`src/rtl/ps2_mouse_packet_rx_pkg.sv`:
```
// Shared definitions for the PS/2 mouse receiver: frame field counts,
// byte0 bit positions, frame FSM states and the odd-parity helper.
package ps2_mouse_packet_rx_pkg;

    localparam int DATA_BITS = 8;

    localparam int BTN_L = 0;
    localparam int BTN_R = 1;
    localparam int BTN_M = 2;
    localparam int SYNC  = 3;
    localparam int XS    = 4;
    localparam int YS    = 5;
    localparam int XO    = 6;
    localparam int YO    = 7;

    typedef enum logic [1:0] {
        ST_IDLE   = 2'd0,
        ST_DATA   = 2'd1,
        ST_PARITY = 2'd2,
        ST_STOP   = 2'd3
    } frame_state_t;

    // Odd parity: data bits plus parity bit must hold an odd number of ones.
    function automatic logic parity_ok(input logic [DATA_BITS-1:0] data, input logic par);
        return ^{data, par};
    endfunction

endpackage

```
`src/rtl/ps2_mouse_packet_rx_clk_filter.sv`:
```
// ps2_clk synchroniser and glitch filter; emits a one-cycle registered strobe
// when the filtered clock falls.
module ps2_mouse_packet_rx_clk_filter #(
    parameter int FILTER_LEN = 8
) (
    input  logic i_clk,
    input  logic i_rst,
    input  logic i_raw,
    output logic o_fall_stb
);

    localparam int CNT_W = (FILTER_LEN > 1) ? $clog2(FILTER_LEN) : 1;

    logic             r_meta;
    logic             r_sync;
    logic             r_level;
    logic [CNT_W-1:0] r_cnt;

    // The idle bus is high, so the filtered level starts high and no fall is seen at startup.
    always_ff @(posedge i_clk) begin
        if (i_rst) begin
            r_meta     <= 1'b1;
            r_sync     <= 1'b1;
            r_level    <= 1'b1;
            r_cnt      <= '0;
            o_fall_stb <= 1'b0;
        end else begin
            r_meta     <= i_raw;
            r_sync     <= r_meta;
            o_fall_stb <= 1'b0;
            if (r_sync == r_level) begin
                r_cnt <= '0;
            end else if (r_cnt == CNT_W'(FILTER_LEN - 1)) begin
                r_level    <= r_sync;
                r_cnt      <= '0;
                o_fall_stb <= ~r_sync;
            end else begin
                r_cnt <= r_cnt + 1'b1;
            end
        end
    end

endmodule

```
`src/rtl/ps2_mouse_packet_rx.sv`:
```
// Receive-only PS/2 mouse front end: frame deserialiser with timeout,
// 3-byte stream packet assembler and held button/movement outputs.
module ps2_mouse_packet_rx
    import ps2_mouse_packet_rx_pkg::*;
#(
    parameter int CLK_HZ     = 50_000_000,
    parameter int TIMEOUT_US = 2000,
    parameter int FILTER_LEN = 8
) (
    input  logic       clock,
    input  logic       globalReset,
    input  logic       ps2_clk,
    input  logic       ps2_data,
    output logic       left_btn,
    output logic       right_btn,
    output logic       middle_btn,
    output logic [8:0] dx,
    output logic [8:0] dy,
    output logic       x_ovf,
    output logic       y_ovf,
    output logic       packet_valid,
    output logic       frame_error,
    output logic [1:0] dbg_state
);

    localparam int TIMEOUT_CYCLES = CLK_HZ / 1_000_000 * TIMEOUT_US;
    localparam int TO_W           = $clog2(TIMEOUT_CYCLES + 1);

    logic                 w_fall;
    logic                 r_data_meta;
    logic                 r_data_sync;
    frame_state_t         r_state;
    logic [2:0]           r_bit_cnt;
    logic [DATA_BITS-1:0] r_shift;
    logic                 r_parity;
    logic [TO_W-1:0]      r_to_cnt;
    logic [1:0]           r_byte_idx;
    logic [2:0]           r_btn;
    logic                 r_xs;
    logic                 r_ys;
    logic                 r_xo;
    logic                 r_yo;
    logic [DATA_BITS-1:0] r_byte1;

    ps2_mouse_packet_rx_clk_filter #(
        .FILTER_LEN (FILTER_LEN)
    ) u_clk_filter (
        .i_clk      (clock),
        .i_rst      (globalReset),
        .i_raw      (ps2_clk),
        .o_fall_stb (w_fall)
    );

    always_ff @(posedge clock) begin
        if (globalReset) begin
            r_data_meta <= 1'b1;
            r_data_sync <= 1'b1;
        end else begin
            r_data_meta <= ps2_data;
            r_data_sync <= r_data_meta;
        end
    end

    assign dbg_state = r_state;

    always_ff @(posedge clock) begin
        if (globalReset) begin
            r_state      <= ST_IDLE;
            r_bit_cnt    <= '0;
            r_shift      <= '0;
            r_parity     <= 1'b0;
            r_to_cnt     <= '0;
            r_byte_idx   <= '0;
            r_btn        <= '0;
            r_xs         <= 1'b0;
            r_ys         <= 1'b0;
            r_xo         <= 1'b0;
            r_yo         <= 1'b0;
            r_byte1      <= '0;
            left_btn     <= 1'b0;
            right_btn    <= 1'b0;
            middle_btn   <= 1'b0;
            dx           <= '0;
            dy           <= '0;
            x_ovf        <= 1'b0;
            y_ovf        <= 1'b0;
            packet_valid <= 1'b0;
            frame_error  <= 1'b0;
        end else begin
            packet_valid <= 1'b0;
            frame_error  <= 1'b0;
            if (w_fall) begin
                r_to_cnt <= '0;
                case (r_state)
                    ST_IDLE: begin
                        if (!r_data_sync) begin
                            r_state   <= ST_DATA;
                            r_bit_cnt <= '0;
                        end
                    end
                    ST_DATA: begin
                        r_shift   <= {r_data_sync, r_shift[DATA_BITS-1:1]};
                        r_bit_cnt <= r_bit_cnt + 3'd1;
                        if (r_bit_cnt == 3'd7) r_state <= ST_PARITY;
                    end
                    ST_PARITY: begin
                        r_parity <= r_data_sync;
                        r_state  <= ST_STOP;
                    end
                    ST_STOP: begin
                        r_state <= ST_IDLE;
                        if (r_data_sync && parity_ok(r_shift, r_parity)) begin
                            case (r_byte_idx)
                                2'd1: begin
                                    r_byte1    <= r_shift;
                                    r_byte_idx <= 2'd2;
                                end
                                2'd2: begin
                                    r_byte_idx   <= 2'd0;
                                    left_btn     <= r_btn[BTN_L];
                                    right_btn    <= r_btn[BTN_R];
                                    middle_btn   <= r_btn[BTN_M];
                                    dx           <= {r_xs, r_byte1};
                                    dy           <= {r_ys, r_shift};
                                    x_ovf        <= r_xo;
                                    y_ovf        <= r_yo;
                                    packet_valid <= 1'b1;
                                end
                                default: begin
                                    // Header byte must carry the sync bit; otherwise we stay unaligned.
                                    if (r_shift[SYNC]) begin
                                        r_btn      <= r_shift[BTN_M:BTN_L];
                                        r_xs       <= r_shift[XS];
                                        r_ys       <= r_shift[YS];
                                        r_xo       <= r_shift[XO];
                                        r_yo       <= r_shift[YO];
                                        r_byte_idx <= 2'd1;
                                    end else begin
                                        r_byte_idx <= 2'd0;
                                    end
                                end
                            endcase
                        end else begin
                            r_byte_idx  <= 2'd0;
                            frame_error <= 1'b1;
                        end
                    end
                    default: r_state <= ST_IDLE;
                endcase
            end else if (r_state != ST_IDLE) begin
                if (r_to_cnt == TO_W'(TIMEOUT_CYCLES)) begin
                    r_state     <= ST_IDLE;
                    r_byte_idx  <= 2'd0;
                    r_to_cnt    <= '0;
                    frame_error <= 1'b1;
                end else begin
                    r_to_cnt <= r_to_cnt + 1'b1;
                end
            end else begin
                r_to_cnt <= '0;
            end
        end
    end

endmodule

```
`config.mk`:
```
export PLATFORM = sky130hd
export DESIGN_NAME = ps2_mouse_packet_rx
export DESIGN_NICKNAME = d
export VERILOG_FILES = /design/src/rtl/ps2_mouse_packet_rx_pkg.sv /design/src/rtl/ps2_mouse_packet_rx_clk_filter.sv /design/src/rtl/ps2_mouse_packet_rx.sv
export SDC_FILE = /design/constraint.sdc
export NUM_CORES = 1
export LEC_CHECK = 0
export ABC_AREA = 1
export BUFFER_PORTS_ARGS = -buffer_cell sky130_fd_sc_hd__buf_4
export CAP_MARGIN = 25
export CORE_MARGIN = 8
export CORE_UTILIZATION = 40
export DETAILED_ROUTE_END_ITERATION = 7
export HOLD_SLACK_MARGIN = 0.05
export MAX_ROUTING_LAYER = met4
export SYNTH_ARGS = -nofsm -noshare
export SYNTH_HDL_FRONTEND = slang
export SYNTH_SLANG_ARGS = --single-unit
```
`constraint.sdc`:
```
create_clock -name clock -period 2.3 [get_ports clock]
set_input_delay 0.575 -clock clock [delete_from_list [all_inputs] [get_ports clock]]
set_output_delay 0.575 -clock clock [all_outputs]
set_load 0.1 [all_outputs]
```
Word level (Yosys, flattened, before mapping):

Cells that the tools add are included.

* $add $sub $neg: 3
* equal/unequal tests: 13
* multiplexer cells: 19
* bitwise operators: 8
* reductions and logical operators: 21

Operator list (number)
* $add A17 B1 Y17 const B: 1
* $eq A17 B17 Y1 const B: 1
* $mux W2: 8
* $reduce_and A4 Y1: 3
* $reduce_xor A9 Y1: 1
* $not A1 Y1: 8
* $pmux W2 S4: 1
* $reduce_bool A2 Y1: 4
* $reduce_or A4 Y1: 2
* $mux W1: 7
* $add A3 B1 Y3 const B: 2
* $eq A2 B2 Y1 const B: 3
* $eq A3 B3 Y1 const B: 2
* $ne A3 B3 Y1 const B: 2
* $pmux W3 S2: 1
* $reduce_and A2 Y1: 3
* $reduce_and A3 Y1: 2
* $reduce_or A3 Y1: 2
* $reduce_and A5 Y1: 1
* $eq A2 B1 Y1 const B: 2
* $ne A2 B2 Y1 const B: 2
* $pmux W2 S2: 1
* $mux W3: 1
* $logic_not A2 Y1: 1
* other kinds (3): 3

* bits in registers: 82
* output and inout bits: 27
* logic and storage cells: 92

Depth between registers and ports, before layout:

* depth after elaboration: 5
* depth in mapped cells: 13
* gate-level depth less buffers: 13

Modules after synthesis:

From an unflattened synthesis, not the netlist that was laid out.

* cell total of the unflattened synthesis: 469
* area total of the unflattened synthesis: 3512.1 sq um

Modules (own cells, without submodules)
* ps2_mouse_packet_rx: times used 1, cells an instance 441, area an instance 3256.9 sq um, seq. area each 1501.4 sq um
* ps2_mouse_packet_rx_clk_filter: times used 1, cells an instance 28, area an instance 255.2 sq um, seq. area each 140.1 sq um

Worst setup path before layout:

No wires, ideal clock.

* kind: register to register
* start point: reg r_state[1], in the netlist dbg_state[1]
* end point: reg dy[7]
* library setup time: 0.070 ns
* data arrival time: 2.323 ns
* setup slack: -0.093 ns
* stages on the path, launching flop included: 8
* path buffers: 2
* clock period less this slack: 2.393 ns
* cell sequence: dfxtp_1 ha_1 buf_2 nand2_1 nor2_1 buf_2 nand3_1 a21oi_1

* cells in the longest elaborated chain, start to end: 2

RTL lines
* start, declared: line ps2_mouse_packet_rx.sv:32 `frame_state_t r_state;`
* start signal, assigned: line ps2_mouse_packet_rx.sv:68 `r_state <= ST_IDLE;`
* start signal, assigned: line ps2_mouse_packet_rx.sv:97 `r_state <= ST_DATA;`
* start signal, assigned: line ps2_mouse_packet_rx.sv:104 `if (r_bit_cnt == 3'd7) r_state <= ST_PARITY;`
* $eq A2 B2 Y1: line ps2_mouse_packet_rx.sv:94 `case (r_state)`
* $reduce_and A4 Y1 (no line)
* end signal, assigned: line ps2_mouse_packet_rx.sv:124 `dy <= {r_ys, r_shift};`
* end, declared: line ps2_mouse_packet_rx.sv:18 `output logic [8:0] dy,`

No other way between the ends.
A chain may end at the register's enable or synchronous reset.

Worst setup path in the final report:

* start point: reg r_shift[5]
* end point: reg y_ovf

* cells in the longest elaborated chain, start to end: 3

RTL lines
* start, declared: line ps2_mouse_packet_rx.sv:34 `logic [DATA_BITS-1:0] r_shift;`
* start signal, assigned: line ps2_mouse_packet_rx.sv:102 `r_shift <= {r_data_sync, r_shift[DATA_BITS-1:1]};`
* $reduce_xor A9 Y1: line ps2_mouse_packet_rx_pkg.sv:25 `return ^{data, par};`
* $logic_and A1 B1 Y1: line ps2_mouse_packet_rx.sv:112 `if (r_data_sync && parity_ok(r_shift, r_parity)) begin`
* $reduce_and A4 Y1 (no line)
* end signal, assigned: line ps2_mouse_packet_rx.sv:126 `y_ovf <= r_yo;`
* end, declared: line ps2_mouse_packet_rx.sv:20 `output logic y_ovf,`

No other way between the ends.

==> summary.md <==
| Metric | Value |
|---|---|
| Crit end category | `flop` |
| CP Class | `flop to flop` |
| Post-CTS Setup Repair Bufs | `0` |
| Clock sinks | `82` |
| # IOs | `31` |
| Compound-Gate Fraction of Synth Area | `10.2%` |
| CTS Hold Bufs | `0` |
| Area growth, synth to finish | `14.1%` |
| Mapped Cells | `469` |
| Static Leak | `1.58 nW` |
| Die Ht | `111 µm` |
| Top cells by area, synth | `dfxtp_1 (45%), nand2_1 (9.9%), a21oi_1 (6.9%)` |
| Overall routed net length | `7250 µm` |
| Fill count | `886` |
| Post-synth ARST share | `0%` |
| Global router's overall resource usage | `12.4%` |
| Hold path cells | `1` |
| Worst-Skew Late Latency | `0.34 ns` |
| Most frequent cell after synthesis | `nand2_1` |
| Post-DRT Antenna Nets | `0` |
| Post-Layout Cell Count | `612` |
| Post-synth EDFFs | `0` |
| Worst hold slack | `0.410 ns` |
| Mapped Nets | `486` |
| Multiplexer area fraction after synthesis | `0%` |
| Final Skew | `0.0118 ns` |
| RSZ-0062 raised after global routing | `no` |
| Setup-failing EPs final | `0` |
| IO buf count | `30` |
| Vias per cell | `4.86` |
| Placed cell count | `596` |
| Reg2reg start | `r_shift[5]` |
| Worst Path Required | `2.51 ns` |
| #FFs+latches synth | `82` |
| Starting Density | `41.2%` |
| Status | `finished clean` |
| DIE WIDTH | `111 µm` |
| Share of post-route cells with drive strength above 1 | `15.5%` |
| Via count | `2976` |
| # nets final | `516` |
| Post-CTS resize count | `0` |
| Dpl hpwl | `5090 µm` |
| Setup slack, reg-to-reg | `0.32 ns` |
| Global route overflow | `0` |
| CTS root buf | `clkbuf_8` |
| Top FF cell, synth | `dfxtp_1` |
| CP Launch Type | `flop` |
| Power Total | `2.51 mW` |
| CTS tree | `built` |
| Synthesis Warnings | `0` |
| Synthesized area | `0.00361 mm²` |
| Cell depth of the worst flop-to-flop path | `12` |
| Relative slew slack | `65.6%` |
| Max-capacitance violation count | `0` |
| Largest family of logic cells by synthesized area | `simple AND/OR/NAND/NOR gates` |
| Number of core rows | `34` |
| Vias in the first global route | `2886` |
| WL/cell | `11.9 µm` |
| Min Tclk post-route | `1.98 ns` |
| Final worst setup slack | `0.316 ns` |
| Slew Limit Fails | `0` |
| CTS H-tree lvls | `3` |
| Min-delay src | `u_clk_filter.r_meta` |
| Max Clk Rate | `504 MHz` |
| Hold Vio Cnt, Final | `0` |
| Initial antenna violation count | `0` |
| Dpl ws | `0.325 ns` |
| Fin crit share | `86.3%` |
| Synth Area in Adders | `4.50%` |
| Crit-path max FO | `24` |
| CTS buffer count | `9` |
| Synth area leader | `dfxtp_1` |
| DIE AREA | `0.0123 mm²` |
| Max Root-Sink Buffers | `2` |
| Avg Cell Area, Syn | `7.70 µm²` |
| Critical Path AT | `2.20 ns` |
| DRC violations left | `0` |
| Xor and xnor area share after synthesis | `1.94%` |
| Synth cell types | `34` |
| Area fraction of the dominant cell type after synthesis | `45.4%` |
| Final core utilization | `47.1%` |
| Post-synthesis sequential area ratio | `45.4%` |
| Global-route wire length before repair | `12900 µm` |
| Placed instance area | `0.00393 mm²` |
| Synth Area in Simple Gates | `28.3%` |
| Tightest Pin Transition | `0.512 ns` |
| TritonRoute pass-1 iters | `4` |
| VDD IR max | `0.265 mV` |
| Placeable Area | `0.00876 mm²` |
| Synth top cells by count | `nand2_1 (95), dfxtp_1 (82), inv_1 (54)` |
| Antenna cells | `0` |
| Clk slew on worst S/H paths | `0.08 ns` |
| P per Cell Area | `608 mW/mm²` |
| Largest net degree at the start of global routing | `33` |
| Reg-to-reg endpoint | `y_ovf` |
| Final instance area | `0.00412 mm²` |
| Hold Path Class | `flop to flop` |
| Hold endpoint | `u_clk_filter.r_sync` |
| Initial DRC Count | `143` |
| Setup TNS | `0 ns` |
| Global placer's final weighted congestion | `0.850` |
-- report_power, final --
part	total (mW)	internal (mW)	switching [mW]
Combinational	0.0351	0.0117	0.0234
Clock	1.05	0.533	0.514
Sequential	1.42	1.42	0.00236
-- metal layers --
metal | track usage, % | part of all wire [%] | wire [µm] | up-vias
met3 | 2.16 | 2.2 | 160 | 6
li1 | - | - | - | 1579
met5 | - | 0 | 0 | -
met4 | 4.44 | 0.79 | 57 | 0
met2 | 18.8 | 45 | 3260 | 42
met1 | 16.0 | 52 | 3780 | 1349
-- final cells by class --
cell class              count  area [µm²]  area share (%)
clock buffers              12         145            3.52
inverters                  58         218            5.28
clock inverters             4        51.3            1.24
repair buffers             39         305            7.40
flip-flops and latches     82        1640            39.9
well taps                 108         135            3.28
multi-input cells         309        1630            39.4
-- worst max-delay path: stages, from the launching register on --
cell and delay [ns]:
dfxtp_1 0.38, inv_1 0.12, nand2_1 0.07, nand2_2 0.08, clkinv_1 0.09, nand2_2 0.07
nand2_2 0.07, nand3_2 0.08, nand2_2 0.06, nor2_4 0.39, nand2_4 0.27, nand2_1 0.12
a21oi_1 0.06
-- kinds of logic (layout without fill, tap and decap cells) --
| group | Yosys count | count (layout) |
|---|---|---|
| XOR/XNOR | 8 | 8 |
| buffers and inverters | 78 | 113 |
| adder cells (fa/ha/maj) | 13 | 13 |
| AO/OA/AOI/OAI | 70 | 70 |
| AND/OR/NAND/NOR | 218 | 218 |
| flip-flops | 82 | 82 |
-- worst max-delay path by stage --
stage                       from  endpoint  slack (ns)  cells past startpoint
finish                r_shift[5]     y_ovf        0.32                     12
floorplan           dbg_state[1]     dy[7]        0.27                      7
global route          r_shift[5]     dx[8]        0.04                     12
detailed placement    r_shift[5]     dx[4]        0.33                     12
global placement      r_shift[5]     x_ovf        0.38                     12
CTS                   r_shift[5]     y_ovf        0.32                     12
-- registers in the layout (all words and copies together), names as in the netlist, 2 cells and up --
| name | count |
|---|---|
| dbg_state | 2 |
| dx | 9 |
| dy | 9 |
| r_bit_cnt | 3 |
| r_btn | 3 |
| r_byte1 | 8 |
| r_byte_idx | 2 |
| r_shift | 8 |
| r_to_cnt | 17 |
| u_clk_filter.r_cnt | 3 |
-- placed cells by master (no fill, tap or decap), drive strengths merged --
master and count:
dfxtp 82, a21oi 52, o211ai 2, nor3b 2
xnor2 5, bufinv 1, buf 39, or2 5
o21ai 13, inv 56, xor2 3, o211a 1
clkbuf 12, clkinvlp 1, nor4b 1, nor3 8
nor4 4, nor2 34, a31oi 2, ha 13
nand4 14, clkinv 4, or3 1, nand3 46
nand2 103
Power figures use the tool's default switching activity.
